<file path="config.mk">
export PLATFORM = sky130hd
export DESIGN_NAME = pipe_stage_reg_flat
export DESIGN_NICKNAME = d
export VERILOG_FILES = /design/src/rtl/pipe_stage_reg_if.sv /design/src/rtl/pipe_stage_reg.sv /design/src/flat_wrapper.sv
export SDC_FILE = /design/constraint.sdc
export NUM_CORES = 1
export LEC_CHECK = 0
export CORE_ASPECT_RATIO = 2
export CORE_MARGIN = 2
export CORE_UTILIZATION = 40
export DETAILED_ROUTE_END_ITERATION = 10
export PLACE_DENSITY = 0.74
export SETUP_SLACK_MARGIN = 0.3
export SYNTH_ARGS = -nofsm -noshare
export SYNTH_HDL_FRONTEND = slang
export SYNTH_SLANG_ARGS = --single-unit
</file>
<file path="constraint.sdc">
create_clock -name clk -period 4.8 [get_ports clk]
set_input_delay 0.72 -clock clk [delete_from_list [all_inputs] [get_ports clk]]
set_output_delay 0.72 -clock clk [all_outputs]
set_load 0.01 [all_outputs]
</file>
<file path="src/rtl/pipe_stage_reg_if.sv">
`default_nettype none
// ----------------------------------------------------------------------------
// Module      : pipe_stage_reg_if
// Description : Bundle between a pipeline stage and pipe_stage_reg: hazard
//               controls, the incoming instruction fields, the outgoing
//               last-stage fields and the performance counters.
// Revision    : 1.0 - initial release
// ----------------------------------------------------------------------------
interface pipe_stage_reg_if #(
  parameter int CTRL_W = 2,
  parameter int DATA_W = 69,
  parameter int CNT_W  = 16
);
  logic              stall;
  logic              flush;
  logic              in_valid;
  logic [CTRL_W-1:0] ctrl_in;
  logic [DATA_W-1:0] data_in;
  logic              out_valid;
  logic [CTRL_W-1:0] ctrl_out;
  logic [DATA_W-1:0] data_out;
  logic [CNT_W-1:0]  retire_cnt;
  logic [CNT_W-1:0]  stall_cnt;

  // Upstream stage / hazard unit side
  modport master (
    output stall, flush, in_valid, ctrl_in, data_in,
    input  out_valid, ctrl_out, data_out, retire_cnt, stall_cnt
  );

  // Register block side
  modport slave (
    input  stall, flush, in_valid, ctrl_in, data_in,
    output out_valid, ctrl_out, data_out, retire_cnt, stall_cnt
  );
endinterface
`default_nettype wire

</file>
<file path="src/rtl/pipe_stage_reg.sv">
`default_nettype none
// ----------------------------------------------------------------------------
// Module      : pipe_stage_reg
// Description : Parametrised inter-stage pipeline register chain (DEPTH
//               stages, legal 1..8) with stall hold, flush bubble injection,
//               per-stage valid bit and retire/stall performance counters.
//               Priority per cycle: rst > flush > stall > advance.
// Revision    : 1.0 - initial release
// ----------------------------------------------------------------------------
module pipe_stage_reg #(
  parameter int CTRL_W = 2,
  parameter int DATA_W = 69,
  parameter int DEPTH  = 1,
  parameter int CNT_W  = 16
) (
  input  wire logic         clk,
  input  wire logic         rst,
  pipe_stage_reg_if.slave   bus
);

  localparam int c_LAST = DEPTH - 1;

  logic              r_valid [DEPTH];
  logic [CTRL_W-1:0] r_ctrl  [DEPTH];
  logic [DATA_W-1:0] r_data  [DEPTH];

  // Value each stage would load on an advance edge
  logic              w_src_valid [DEPTH];
  logic [CTRL_W-1:0] w_src_ctrl  [DEPTH];
  logic [DATA_W-1:0] w_src_data  [DEPTH];

  logic [CNT_W-1:0]  r_retire_cnt;
  logic [CNT_W-1:0]  r_stall_cnt;

  // The last-stage instruction leaves on an advance edge, and is also treated
  // as consumed downstream on a flush edge.
  logic w_retire;
  assign w_retire = r_valid[c_LAST] && (bus.flush || !bus.stall);

  generate
    for (genvar k = 0; k < DEPTH; k++) begin : g_stage
      if (k == 0) begin : g_head
        // Control is gated here so a bubble never carries live control bits
        assign w_src_valid[k] = bus.in_valid;
        assign w_src_ctrl[k]  = bus.in_valid ? bus.ctrl_in : '0;
        assign w_src_data[k]  = bus.data_in;
      end else begin : g_body
        assign w_src_valid[k] = r_valid[k-1];
        assign w_src_ctrl[k]  = r_ctrl[k-1];
        assign w_src_data[k]  = r_data[k-1];
      end

      // Stage k: clear on reset, bubble on flush (data kept), hold on stall
      always_ff @(posedge clk) begin
        if (rst) begin
          r_valid[k] <= 1'b0;
          r_ctrl[k]  <= '0;
          r_data[k]  <= '0;
        end else if (bus.flush) begin
          r_valid[k] <= 1'b0;
          r_ctrl[k]  <= '0;
        end else if (!bus.stall) begin
          r_valid[k] <= w_src_valid[k];
          r_ctrl[k]  <= w_src_ctrl[k];
          r_data[k]  <= w_src_data[k];
        end
      end
    end
  endgenerate

  // Performance counters, free-running and wrapping modulo 2^CNT_W
  always_ff @(posedge clk) begin
    if (rst) begin
      r_retire_cnt <= '0;
      r_stall_cnt  <= '0;
    end else begin
      if (w_retire) begin
        r_retire_cnt <= r_retire_cnt + CNT_W'(1);
      end
      if (bus.stall && !bus.flush) begin
        r_stall_cnt <= r_stall_cnt + CNT_W'(1);
      end
    end
  end

  assign bus.out_valid  = r_valid[c_LAST];
  assign bus.ctrl_out   = r_ctrl[c_LAST];
  assign bus.data_out   = r_data[c_LAST];
  assign bus.retire_cnt = r_retire_cnt;
  assign bus.stall_cnt  = r_stall_cnt;

endmodule
`default_nettype wire

</file>
<file path="src/flat_wrapper.sv">
// flat-port wrapper written by rule: the top's interface ports become plain ports
module pipe_stage_reg_flat 
#(
  parameter int CTRL_W = 2,
  parameter int DATA_W = 69,
  parameter int DEPTH  = 1,
  parameter int CNT_W  = 16
)
  (clk, rst, bus_stall, bus_flush, bus_in_valid, bus_ctrl_in, bus_data_in, bus_out_valid, bus_ctrl_out, bus_data_out, bus_retire_cnt, bus_stall_cnt);
  pipe_stage_reg_if #(.CTRL_W(CTRL_W), .DATA_W(DATA_W), .CNT_W(CNT_W)) bus_i ();
  input  wire logic clk;
  input  wire logic rst;
  input wire logic [$bits(bus_i.stall)-1:0] bus_stall;
  input wire logic [$bits(bus_i.flush)-1:0] bus_flush;
  input wire logic [$bits(bus_i.in_valid)-1:0] bus_in_valid;
  input wire logic [$bits(bus_i.ctrl_in)-1:0] bus_ctrl_in;
  input wire logic [$bits(bus_i.data_in)-1:0] bus_data_in;
  output wire logic [$bits(bus_i.out_valid)-1:0] bus_out_valid;
  output wire logic [$bits(bus_i.ctrl_out)-1:0] bus_ctrl_out;
  output wire logic [$bits(bus_i.data_out)-1:0] bus_data_out;
  output wire logic [$bits(bus_i.retire_cnt)-1:0] bus_retire_cnt;
  output wire logic [$bits(bus_i.stall_cnt)-1:0] bus_stall_cnt;
  assign bus_i.stall = bus_stall;
  assign bus_i.flush = bus_flush;
  assign bus_i.in_valid = bus_in_valid;
  assign bus_i.ctrl_in = bus_ctrl_in;
  assign bus_i.data_in = bus_data_in;
  assign bus_out_valid = bus_i.out_valid;
  assign bus_ctrl_out = bus_i.ctrl_out;
  assign bus_data_out = bus_i.data_out;
  assign bus_retire_cnt = bus_i.retire_cnt;
  assign bus_stall_cnt = bus_i.stall_cnt;
  pipe_stage_reg #(.CTRL_W(CTRL_W), .DATA_W(DATA_W), .DEPTH(DEPTH), .CNT_W(CNT_W)) u_core (.clk(clk), .rst(rst), .bus(bus_i));
endmodule
</file>
Yosys cells after proc, flatten, opt, wreduce, memory -nomap -nowiden

Memories as Yosys holds them, arrays and structs flattened.
Index checks and enable logic that the tools add are counted.
W data, S select, Z words.

Add/sub/neg operators: 2
Multiplexer cells: 20
Reductions and logical operators: 10

Operators with widths:

| kind                    | number |
|---|---|
| $mux W69                | 1 |
| $reduce_or A69 Y1       | 1 |
| $add A16 B1 Y16 const B | 2 |
| $mux W1                 | 16 |
| $mux W2                 | 3 |
| $reduce_or A2 Y1        | 2 |
| $logic_and A1 B1 Y1     | 2 |
| $logic_not A1 Y1        | 2 |
| $reduce_or A1 Y1        | 2 |
| $logic_or A1 B1 Y1      | 1 |

Bits in registers: 32
RAM bits: 72
Logic and storage cells: 37
Memories kept: 3

Memory list:

| memory         | words | bits a word | rd ports | clocked after Yosys merged registers in | write ports | line                 | text |
|---|---|---|---|---|---|---|---|
| u_core.r_data  | 1     | 69          | 1        | 0                                       | 1           | pipe_stage_reg.sv:25 | `logic [DATA_W-1:0] r_data [DEPTH];` |
| u_core.r_ctrl  | 1     | 2           | 1        | 0                                       | 1           | pipe_stage_reg.sv:24 | `logic [CTRL_W-1:0] r_ctrl [DEPTH];` |
| u_core.r_valid | 1     | 1           | 1        | 0                                       | 1           | pipe_stage_reg.sv:23 | `logic r_valid [DEPTH];` |

Longest topological paths before layout

Word-level depth: 6
Mapped depth: 5

Least setup slack after synthesis

OpenSTA, ideal clock, no wires.

Path type: input port to flip-flop
Start: input port bus_flush
End: memory u_core.r_data[0][0], enable pin
Data arrival time: 3.937 ns
Required time: 4.289 ns
Setup slack: 0.352 ns
Cell stages on the path: 1
Buffers on the path: 0
Cell sequence: o21bai_1

Longest elaborated chain between the ends: 5

RTL lines:

| what                            | line                 | text |
|---|---|---|
| from (decl)                     | flat_wrapper.sv:14   | `input wire logic [$bits(bus_i.flush)-1:0] bus_flush;` |
| $mux W1 *                       | pipe_stage_reg.sv:59 | `end else if (bus.flush) begin` |
| $mux W1 *                       | pipe_stage_reg.sv:55 | `if (rst) begin` |
| $mux W1 (implied by the code) * | pipe_stage_reg.sv:65 | `r_data[k] <= w_src_data[k];` |
| $reduce_or A69 Y1 (no line)     | n/a                  |  |
| $mux W1 (no line) *             | n/a                  |  |
| to (decl)                       | pipe_stage_reg.sv:25 |  |

Every way passes the cells marked *; elsewhere a longest branch is shown, timed or not.

Worst setup path after layout

Start: input port bus_stall
End: memory u_core.r_data[0][42], enable pin

Longest elaborated chain between the ends: 6

RTL lines:

| what                            | line                 | text |
|---|---|---|
| from (decl)                     | flat_wrapper.sv:13   | `input wire logic [$bits(bus_i.stall)-1:0] bus_stall;` |
| $mux W1 *                       | pipe_stage_reg.sv:62 | `end else if (!bus.stall) begin` |
| $mux W1 *                       | pipe_stage_reg.sv:59 |  |
| $mux W1 *                       | pipe_stage_reg.sv:55 |  |
| $mux W1 (implied by the code) * | pipe_stage_reg.sv:65 |  |
| $reduce_or A69 Y1 (no line)     | n/a                  |  |
| $mux W1 (no line) *             | n/a                  |  |

Marked as above.

==> flow_summary.rst <==
.. list-table::
   :header-rows: 1

   * - Metric
     - Value
   * - H-tree levels
     - 3
   * - I/O Pins
     - 180
   * - Most frequently used flop master after synthesis
     - edfxtp_1
   * - Root Buffer
     - clkbuf_16
   * - Worst Hold Path Cells
     - 2
   * - Proportion of layout cells with a drive suffix above 1
     - 5.15%
   * - Critical path endpoint category
     - flop
   * - Yosys Warn Count
     - 0
   * - GRT Total Usage
     - 18.2%
   * - Worst path required time
     - 4780 ps
   * - Startpoint of the worst-slack reg-to-reg timing path
     - u_core.bus.stall_cnt[3]
   * - CTS-repair resized insts
     - 0
   * - Worst-Margin Slew
     - 837 ps
   * - Fraction of registers with async set or reset after synthesis
     - 0%
   * - Number of global-route vias before repair
     - 3037
   * - Post-DP HPWL
     - 7440 um
   * - Ordered cell list for the critical path
     - clkdlybuf4s50_1 > o21bai_4 > buf_4
   * - Number of nets in the synthesized netlist
     - 399
   * - Antenna violation net count after detailed routing
     - 0
   * - Worst slew slack as a fraction of its limit
     - 44.1%
   * - Maximum Capacitance Violations
     - 0
   * - Reg clk slew, reported paths
     - 70 ps
   * - LEAKAGE
     - 0.00228 uW
   * - Post-synthesis instance area
     - 4100 sq um
   * - Time the worst path needs with I/O delays and setup
     - 2620 ps
   * - Clock tree from TritonCTS
     - done
   * - Longest individual stage delay on the worst path
     - 720 ps
   * - DR pass1 iterations
     - 4
   * - Post-synth EDFFs
     - 72
   * - Post-route DRC
     - 0
   * - Worst flop-to-flop path endpoint
     - u_core.bus.stall_cnt[15]
   * - Antenna violations before repair
     - 0
   * - Final hold violation count
     - 0
   * - Power density of the placed cells
     - 320 nW/um^2
   * - Global-route wire length before repair
     - 15100 um
   * - Final routed wire length divided by cell count
     - 15.3 um
   * - Number of buffers on the longest clock path
     - 2
   * - Setup violations, final
     - 0
   * - Final setup skew
     - 2.91 ps
   * - Cts hold-fix bufs
     - 0
   * - Least setup slack across all paths after layout
     - 2180 ps
   * - Hold path endpoint
     - u_core.bus.retire_cnt[15]
   * - Cell count after placement
     - 624
   * - Met3 layer usage reported by global route
     - 5.28%
   * - Global-route congestion overflow total
     - 0
   * - Portion of the post-synthesis area used by sequential elements
     - 68.3%
   * - Count of cells along the worst register-to-register path
     - 4
   * - Iteration-0 DRC count of the detailed router
     - 85
   * - Maximum achievable frequency
     - 382 MHz
   * - Classification of the worst setup path
     - input pin to flop
   * - FF-to-FF setup slack
     - 3000 ps
   * - Arrival time at the worst endpoint
     - 2600 ps
   * - Full die area
     - 11100 sq um
   * - Total CTS buffers
     - 9
   * - Setup WS pre-CTS
     - 1800 ps
   * - Port Buffer Count
     - 179
   * - GRT Max-Usage Layer
     - met2
   * - Clock Latency Late Sink
     - 340 ps
   * - Maximum number of pins on one net before global-route repair
     - 70
   * - Post-CTS repair timing setup buffer count
     - 0
   * - Setup repair after global routing missed its margin
     - no
   * - Placement row count
     - 52
   * - Maximum fanout along the worst path
     - 40
   * - Clock sink count
     - 104
   * - Core Area
     - 10100 sq um
   * - Status
     - completed
   * - Count of state elements after synthesis
     - 104
   * - Via density per instance
     - 4.78
   * - Post-synthesis instance total
     - 321
   * - Met2 Track Usage GR
     - 31.8%
   * - Max rail drop VDD
     - 0.209 mV
   * - Post-Synthesis Mean Instance Area
     - 12.8 sq um
   * - Final nets
     - 578
   * - Critical Path Start Type
     - input pin
   * - Horizontal die dimension
     - 75.6 um
   * - Count of antenna diodes in the layout
     - 0
   * - Final GP Congestion
     - 0.804
   * - HP Class
     - flop to flop
   * - Vias after detailed routing
     - 3062
   * - Total Routed Length
     - 9810 um
   * - Fin Setup TNS
     - 0 ps
   * - Global Route met1 Usage
     - 18.2%
   * - Post-synthesis cell type count
     - 33
   * - Critical Path Slowest Stage Cell
     - o21bai_4
   * - Layout Area Growth over Synthesis
     - 55.1%
   * - Number of pins with negative max-slew slack in the final report
     - 0
   * - Final period utilization
     - 54.6%
   * - Final standard cell count with taps included and fillers excluded
     - 640
   * - Min-Delay Startpoint
     - u_core.bus.retire_cnt[15]
   * - Starting Density
     - 40.7%
   * - Vertical die dimension
     - 147 um
cells in the final DEF (no fill, tap or decap), drive strengths merged, types with 6 or more instances in the layout:
cell type / netlist / routed
a21oi: 16 / 16
and2: 72 / 72
clkbuf: 12 / 9
clkdlybuf4s50: 0 / 179
dfxtp: 32 / 32
edfxtp: 72 / 72
nand2: 14 / 14
nand3: 7 / 7
nand4: 8 / 8
nor2: 17 / 17
o21ai: 11 / 11
or3: 11 / 11
xnor2: 6 / 6
xor2: 9 / 9
final cells by class:
class	instances	area, sq um
Timing Repair Buffer	182	1810
Clock inverter	7	95.1
Fill cell	792	3720
Inverter	4	15.0
Tap cell	135	169
Sequential cell	104	2800
Multi-Input combinational cell	199	1240
Clock buffer	9	225
logic make-up (layout without fill, tap and decap cells):
logic type	Yosys count	in the layout	synth area share, %
buf+inv	18	202	1.86
fa+ha+maj	2	2	0.610
flops	104	104	68.3
compound gates	32	32	4.21
simple gates	149	149	21.5
xor+xnor	15	15	3.20
mux	1	1	0.244
where the power goes:
part           internal, uW  switching, uW  leakage [uW]
clock                   458            310      0.000157
combinational           148           90.1       0.00113
sequential             1010           16.8      0.000994
per-stage QoR:
stage | util [%] | area (sq um) | total power [uW] | hold slack (ps)
after floorplan | - | 4100 | 1120 | 496
after global placement | 59.9 | 6040 | 1280 | 464
after detailed placement | 59.9 | 6040 | 1290 | 475
after CTS | 63.1 | 6360 | 2060 | 484
after global routing | 63.1 | 6360 | 2110 | 504
final | 63.1 | 6360 | 2030 | 482
metal layers:
metal,wire [um],part of all wire (%)
met2,5410,55
met1,3310,34
met5,0,0
met3,665,6.8
met4,419,4.3
flip-flops by register name, summed over array words and instances, names as in the netlist:
signal and flops:
u_core.r_ctrl 2, u_core.bus.stall_cnt 16, u_core.r_data 69, u_core.r_valid 1
u_core.bus.retire_cnt 16
synth_stat cells, types with 6 or more instances:
library cell,instances,area [sq um]
and2_1,72,450
edfxtp_1,72,2160
dfxtp_1,32,641
nor2_1,17,63.8
a21oi_1,16,80.1
nand2_1,14,52.6
clkbuf_1,12,45.0
o21ai_0,11,55.1
or3_1,11,68.8
xor2_1,9,78.8
nand3_1,7,35.0
nand4_1,7,43.8
xnor2_1,6,52.6
worst max path at each step:
stage	start	to	slack, ps	cells after the start
floorplan	bus_flush	u_core.r_data[0][0]	350	1
global placement	bus_stall	u_core.r_data[0][33]	1860	3
detailed placement	bus_stall	u_core.r_data[0][38]	1800	3
CTS	bus_stall	u_core.r_data[0][30]	2170	3
global route	bus_stall	u_core.r_data[0][42]	2050	3
finish	bus_stall	u_core.r_data[0][42]	2180	3
worst max-delay path: cells and delay by family:
| kind | cells | cell delay (ps) |
|---|---|---|
| buffers and inverters | 2 | 1120 |
| AO/OA/AOI/OAI | 1 | 720 |
Power figures use the tool's default switching activity.
